### src/rtl/sim_run_ctrl_pkg.sv
// Shared types and constants for the leoRV simulation run controller.
package sim_run_pkg;

  typedef enum logic [1:0] {
    HOLD = 2'd0,
    RUN  = 2'd1,
    DONE = 2'd2
  } run_state_e;

  localparam int unsigned EXIT_PASS = 1;
  localparam logic [31:0] TOHOST_DEFAULT = 32'h0000_1000;

endpackage

### src/rtl/sim_run_ctrl_if.sv
// Core store/retire snoop bundle seen by the run controller.
interface sim_run_ctrl_if #(
   parameter int XLEN = 32
);

   logic            dmem_we;
   logic [XLEN-1:0] dmem_addr;
   logic [XLEN-1:0] dmem_wdata;
   logic            retire;

   modport master (
      output dmem_we,
      output dmem_addr,
      output dmem_wdata,
      output retire
   );

   modport slave (
      input dmem_we,
      input dmem_addr,
      input dmem_wdata,
      input retire
   );

endinterface

### src/rtl/sim_run_ctrl_sat_counter.sv
// Saturating up-counter with synchronous clear; holds at all-ones.
module sat_counter #(
   parameter int W = 8
) (
   input  logic         clk,
   input  logic         rst_n,
   input  logic         en,
   input  logic         clr,
   output logic [W-1:0] q
);

   always_ff @(posedge clk or negedge rst_n) begin
      if (!rst_n) begin
         q <= '0;
      end else if (clr) begin
         q <= '0;
      end else if (en && (q != '1)) begin
         q <= q + 1'b1;
      end
   end

endmodule

### src/rtl/sim_run_ctrl.sv
// Bench run controller: reset sequencing, cycle budget, tohost exit.
// Macro SIM_RUN_CTRL_RETIRE_CNT_EN builds the retire counter.
module sim_run_ctrl
   import sim_run_pkg::*;
#(
   parameter int              XLEN        = 32,
   parameter int              RST_CYCLES  = 4,
   parameter int              MAX_CYCLES  = 1000,
   parameter logic [XLEN-1:0] TOHOST_ADDR = XLEN'(TOHOST_DEFAULT),
   parameter int              CNT_W       = 32
) (
   input  logic             clk,
   input  logic             rst,
   sim_run_ctrl_if.slave    bus,
   output logic             core_rst_n,
   output logic             running,
   output logic             done,
   output logic             pass,
   output logic             timeout,
   output logic [XLEN-1:0]  exit_code,
   output logic [CNT_W-1:0] cycle_cnt,
   output logic [CNT_W-1:0] retire_cnt
);

   localparam logic [1:0] ST_HOLD = HOLD;
   localparam logic [1:0] ST_RUN  = RUN;
   localparam logic [1:0] ST_DONE = DONE;
   localparam int         HW      = $clog2(RST_CYCLES + 1);

   logic [1:0]    state;
   logic [HW-1:0] hold_cnt;
   logic          in_hold;
   logic          in_run;
   logic          hold_last;
   logic          exit_hit;
   logic          last_cyc;
   logic          end_now;
   logic          pass_val;

   assign in_hold   = (state == ST_HOLD);
   assign in_run    = (state == ST_RUN);
   assign hold_last = (hold_cnt == HW'(RST_CYCLES - 1));
   assign exit_hit  = in_run && bus.dmem_we &&
                      (bus.dmem_addr == TOHOST_ADDR);
   assign last_cyc  = (64'(cycle_cnt) == 64'(MAX_CYCLES - 1));
   assign end_now   = exit_hit || last_cyc;
   assign pass_val  = (bus.dmem_wdata == XLEN'(EXIT_PASS));

   // Outputs decode the state register only, so no input reaches them.
   assign core_rst_n = in_run;
   assign running    = in_run;

   sat_counter #(.W(HW)) u_hold (
      .clk   (clk),
      .rst_n (rst),
      .en    (in_hold),
      .clr   (!in_hold),
      .q     (hold_cnt)
   );

   sat_counter #(.W(CNT_W)) u_cycle (
      .clk   (clk),
      .rst_n (rst),
      .en    (in_run && !end_now),
      .clr   (in_hold),
      .q     (cycle_cnt)
   );

`ifdef SIM_RUN_CTRL_RETIRE_CNT_EN
   sat_counter #(.W(CNT_W)) u_retire (
      .clk   (clk),
      .rst_n (rst),
      .en    (in_run && bus.retire),
      .clr   (in_hold),
      .q     (retire_cnt)
   );
`else
   logic unused_retire;
   assign unused_retire = bus.retire;
   assign retire_cnt    = '0;
`endif

   always_ff @(posedge clk or negedge rst) begin
      if (!rst) begin
         state     <= ST_HOLD;
         done      <= 1'b0;
         pass      <= 1'b0;
         timeout   <= 1'b0;
         exit_code <= '0;
      end else begin
         unique case (1'b1)
            in_hold: begin
               if (hold_last) state <= ST_RUN;
            end
            in_run: begin
               // An exit store on the last budget cycle beats timeout.
               if (exit_hit) begin
                  state     <= ST_DONE;
                  done      <= 1'b1;
                  pass      <= pass_val;
                  exit_code <= bus.dmem_wdata;
               end else if (last_cyc) begin
                  state   <= ST_DONE;
                  done    <= 1'b1;
                  timeout <= 1'b1;
               end
            end
            default: ;
         endcase
      end
   end

endmodule

### src/flat_wrapper.sv
// flat-port wrapper written by rule: the top's interface ports become plain ports
module sim_run_ctrl_flat import sim_run_pkg::*;
#(
   parameter int              XLEN        = 32,
   parameter int              RST_CYCLES  = 4,
   parameter int              MAX_CYCLES  = 1000,
   parameter logic [XLEN-1:0] TOHOST_ADDR = XLEN'(TOHOST_DEFAULT),
   parameter int              CNT_W       = 32
)
  (clk, rst, core_rst_n, running, done, pass, timeout, exit_code, cycle_cnt, retire_cnt, bus_dmem_we, bus_dmem_addr, bus_dmem_wdata, bus_retire);
  sim_run_ctrl_if #(.XLEN(XLEN)) bus_i ();
  input  logic clk;
  input  logic rst;
  output logic core_rst_n;
  output logic running;
  output logic done;
  output logic pass;
  output logic timeout;
  output logic [XLEN-1:0] exit_code;
  output logic [CNT_W-1:0] cycle_cnt;
  output logic [CNT_W-1:0] retire_cnt;
  input wire logic [$bits(bus_i.dmem_we)-1:0] bus_dmem_we;
  input wire logic [$bits(bus_i.dmem_addr)-1:0] bus_dmem_addr;
  input wire logic [$bits(bus_i.dmem_wdata)-1:0] bus_dmem_wdata;
  input wire logic [$bits(bus_i.retire)-1:0] bus_retire;
  assign bus_i.dmem_we = bus_dmem_we;
  assign bus_i.dmem_addr = bus_dmem_addr;
  assign bus_i.dmem_wdata = bus_dmem_wdata;
  assign bus_i.retire = bus_retire;
  sim_run_ctrl #(.XLEN(XLEN), .RST_CYCLES(RST_CYCLES), .MAX_CYCLES(MAX_CYCLES), .TOHOST_ADDR(TOHOST_ADDR), .CNT_W(CNT_W)) u_core (.clk(clk), .rst(rst), .bus(bus_i), .core_rst_n(core_rst_n), .running(running), .done(done), .pass(pass), .timeout(timeout), .exit_code(exit_code), .cycle_cnt(cycle_cnt), .retire_cnt(retire_cnt));
endmodule
### config.mk
export PLATFORM = sky130hd
export DESIGN_NAME = sim_run_ctrl_flat
export DESIGN_NICKNAME = d
export VERILOG_FILES = /design/src/rtl/sim_run_ctrl_pkg.sv /design/src/rtl/sim_run_ctrl_if.sv /design/src/rtl/sim_run_ctrl_sat_counter.sv /design/src/rtl/sim_run_ctrl.sv /design/src/flat_wrapper.sv
export SDC_FILE = /design/constraint.sdc
export NUM_CORES = 1
export LEC_CHECK = 0
export BUFFER_PORTS_ARGS = -buffer_cell sky130_fd_sc_hd__clkbuf_2
export CAP_MARGIN = 20
export CORE_MARGIN = 1
export CORE_UTILIZATION = 43
export DETAILED_ROUTE_END_ITERATION = 8
export HOLD_SLACK_MARGIN = 0.12
export PLACE_DENSITY = 0.74
export RECOVER_POWER = 25
export SKIP_CTS_REPAIR_TIMING = 1
export SYNTH_ARGS = -nofsm -noshare
export SYNTH_HDL_FRONTEND = slang
export SYNTH_SLANG_ARGS = --single-unit
### constraint.sdc
create_clock -name clk -period 6.26 [get_ports clk]
set_input_delay 1.252 -clock clk [delete_from_list [all_inputs] [get_ports clk]]
set_output_delay 1.252 -clock clk [all_outputs]
set_load 0.02 [all_outputs]
==> impl_metrics.tcl <==
set metrics [dict create \
    rr_startpoint "u_core.u_cycle.q[12]$_DFFE_PN0P_" \
    start_util_pct 44.4 \
    antenna_left 0 \
    syn_avg_cell_area_sq_um 10.2 \
    h-tree-depth 3 \
    min_from "u_core.done$_DFFE_PN0P_" \
    drc 0 \
    worstHoldPathCells 1 \
    die-area_sq_mm 0.00989 \
    fillers 866 \
    final_nets 596 \
    synthFlopType "dfrtp_1" \
    ff2ff_path_depth 5 \
    path_clk_slew_ns 0.08 \
    cp.required_ns 6.53 \
    r2r_setup_slack_ns 3.22 \
    crit_chain "clkbuf_2, nor4b_1, nand3_1, nor3_1, or3_1, o21ai_0, a21oi_1" \
    tns_ns 0 \
    cts_sinks 72 \
    yosysSeqAreaShare_pct 44.1 \
    grt-ovfl-total 0 \
    numCtsBuffers 9 \
    synth-warning-count 0 \
    fmax_mhz 324 \
    vias_per_cell 5.60 \
    startpoint_type "primary input" \
    num_antenna_cells 0 \
    first_iter_violations 154 \
    io_pins 169 \
    power.leakage_nw 2.35 \
    mostFrequentLayoutCells "clkbuf_2 (134), dfrtp_1 (72), mux2_2 (32), conb_1 (32)" \
    regToRegEndpoint "u_core.u_cycle.q[7]$_DFFE_PN0P_" \
    hpwl_mm 7.26 \
    area_delta_synth_final_pct 18.7 \
    ir_drop_mv 0.107 \
    worst-setup-path-type "primary input to flip-flop" \
    drv_cap 0 \
    synth_area_sq_mm 0.00408 \
    rsz0062_at_grt "no" \
    cp_slowest_cell "or3_1" \
    seqCellArea_sq_mm 0.00180 \
    place_congestion 0.847 \
    setup_viol 0 \
    fin_util_pct 52.7 \
    fin_skew_ns 0.00679 \
    clk_latency_ns 0.34 \
    outcome "complete, no violations" \
    slowest_delay_ns 0.74 \
    antenna_found_initial 0 \
    synth_seq_cells 72 \
    multi_input_area_sq_mm 0.00194 \
    synth_edf_count 0 \
    numPortBuffers 135 \
    grt_pass1_wl_mm 16.8 \
    finalCritPeriodShare_pct 49.3 \
    cts_root_buf "clkbuf_8" \
    critPathArrivalTime_ns 3.35 \
    die_x_um 99.4 \
    die_h_um 99.4 \
    worstMarginPinSlew_ns 0.974 \
    timing.final.hold_violations 0 \
    drive_above_1_share_pct 38.4 \
    grt_max_degree 73 \
    ys_types 49 \
    drtPass1Iterations 4 \
    crit_fanout 28 \
    core_sq_mm 0.00920 \
    p_per_area_mw_per_mm2 195 \
    relSlewSlack_pct 34.2 \
    synthArstFlopShare_pct 100 \
    period_needed_ns 3.08 \
    final-max-slew-violation-count 0 \
    wl_mm 10.1 \
    setup.worst_path.end_class "flip-flop" \
    wire_per_inst_um 15.7 \
    clockBufferDepth 2 \
    vias 3584 \
    cts_tree "built" \
    grt_pass1_vias 3541 \
    layout_commonest_cell "clkbuf_2" \
    track_usage_pct 21.2 \
    worstHoldPathType "flip-flop to flip-flop" \
    std_cell_rows 35 \
    syn_inst 402 \
    holdPathEnd "u_core.done$_DFFE_PN0P_" \
]
[layout make-up]
class	instances	area share (%)
Tap cell	111	2.87
Sequential cell	72	37.2
Clock inverter	5	1.63
Timing Repair Buffer	138	14.4
Multi-Input combinational cell	296	40.0
Clock buffer	11	3.12
Inverter	7	0.826
[logic make-up (layout without fill, tap and decap cells)]
group,after synthesis,after routing,share of synthesized area [%]
buffers and inverters,65,161,11.3
multiplexers,36,36,9.81
AND/OR/NAND/NOR,164,164,23.9
other,1,32,0.0919
flip-flops,72,72,44.1
XOR/XNOR,2,2,0.429
AO/OA/AOI/OAI,58,58,9.14
adder cells (fa/ha/maj),4,4,1.23
[report_power, final]
part           switching, mW  internal (mW)
clock                  0.181          0.246
combinational         0.0355         0.0167
sequential         0.0000143          0.465
total                  0.217          0.727
[layer usage]
metal  GRT usage (%)  wire, um  vias up  share of wire (%)
li1                -         -     1679                  -
met1            26.2      4210     1716                 42
met2            35.9      4840      172                 48
met3            5.27       838       17                8.3
met4            8.03       176        0                1.7
met5               0         0        -                  0
[metrics by stage]
step / cells / total power, mW / instance area [sq um] / setup WS [ns] / hold WS, ns
6_report: 640 / 0.944 / 4840 / 3.18 / 0.468
5_1_grt: 640 / 0.979 / 4840 / 2.79 / 0.488
4_1_cts: 640 / 0.955 / 4840 / 3.17 / 0.473
3_5_place_dp: 624 / 0.527 / 4610 / 2.80 / 0.453
3_3_place_gp: 624 / 0.525 / 4610 / 2.87 / 0.445
2_1_floorplan: 433 / 0.509 / 4200 / 3.33 / 0.493
[registers in the layout, indices dropped and copies added, names as in the netlist]
| signal | cells |
|---|---|
| u_core.u_hold.q | 3 |
| u_core.done | 1 |
| u_core.exit_code | 32 |
| u_core.timeout | 1 |
| u_core.pass | 1 |
| u_core.u_cycle.q | 32 |
| u_core.state | 2 |
[worst max-delay path by stage]
stage	from	to	slack [ns]	cells after the start
floorplan	bus_dmem_addr[1]	u_core.u_cycle.q[31]$_DFFE_PN0P_	3.33	8
global placement	bus_dmem_addr[1]	u_core.u_cycle.q[15]$_DFFE_PN0P_	2.87	7
detailed placement	bus_dmem_addr[1]	u_core.u_cycle.q[7]$_DFFE_PN0P_	2.80	7
CTS	bus_dmem_addr[11]	u_core.u_cycle.q[7]$_DFFE_PN0P_	3.17	7
global route	bus_dmem_addr[29]	u_core.u_cycle.q[5]$_DFFE_PN0P_	2.79	7
finish	bus_dmem_addr[11]	u_core.u_cycle.q[7]$_DFFE_PN0P_	3.18	7
[critical path: cells and delay by family]
family	cells	cell delay, ns
simple gates	4	1.64
compound gates	2	0.37
buf+inv	1	0.08
[synth_stat cells, types with 3 or more instances]
cell | n | area (sq um)
o31ai_1 | 10 | 75.1
nor2_1 | 16 | 60.1
o41ai_1 | 3 | 26.3
and3_1 | 3 | 18.8
inv_1 | 5 | 18.8
nand4_1 | 18 | 113
dfrtp_1 | 72 | 1800
and2_1 | 3 | 18.8
and4_1 | 4 | 35.0
nand3_1 | 17 | 85.1
nor3_1 | 9 | 45.0
clkbuf_1 | 10 | 37.5
or3_1 | 11 | 68.8
buf_6 | 6 | 67.6
nand2_1 | 24 | 90.1
nand4_2 | 3 | 37.5
or4_1 | 11 | 82.6
buf_2 | 5 | 25.0
or4_2 | 3 | 26.3
mux2i_1 | 4 | 40.0
nor4b_1 | 6 | 52.6
mux2_2 | 32 | 360
a21oi_1 | 22 | 110
a21o_1 | 3 | 22.5
o21ai_0 | 8 | 40.0
ha_1 | 4 | 50.1
buf_4 | 35 | 263
a31o_2 | 3 | 26.3
nor4_1 | 24 | 150
o21a_1 | 3 | 22.5
or2_2 | 3 | 18.8
Power figures use the tool's default switching activity.
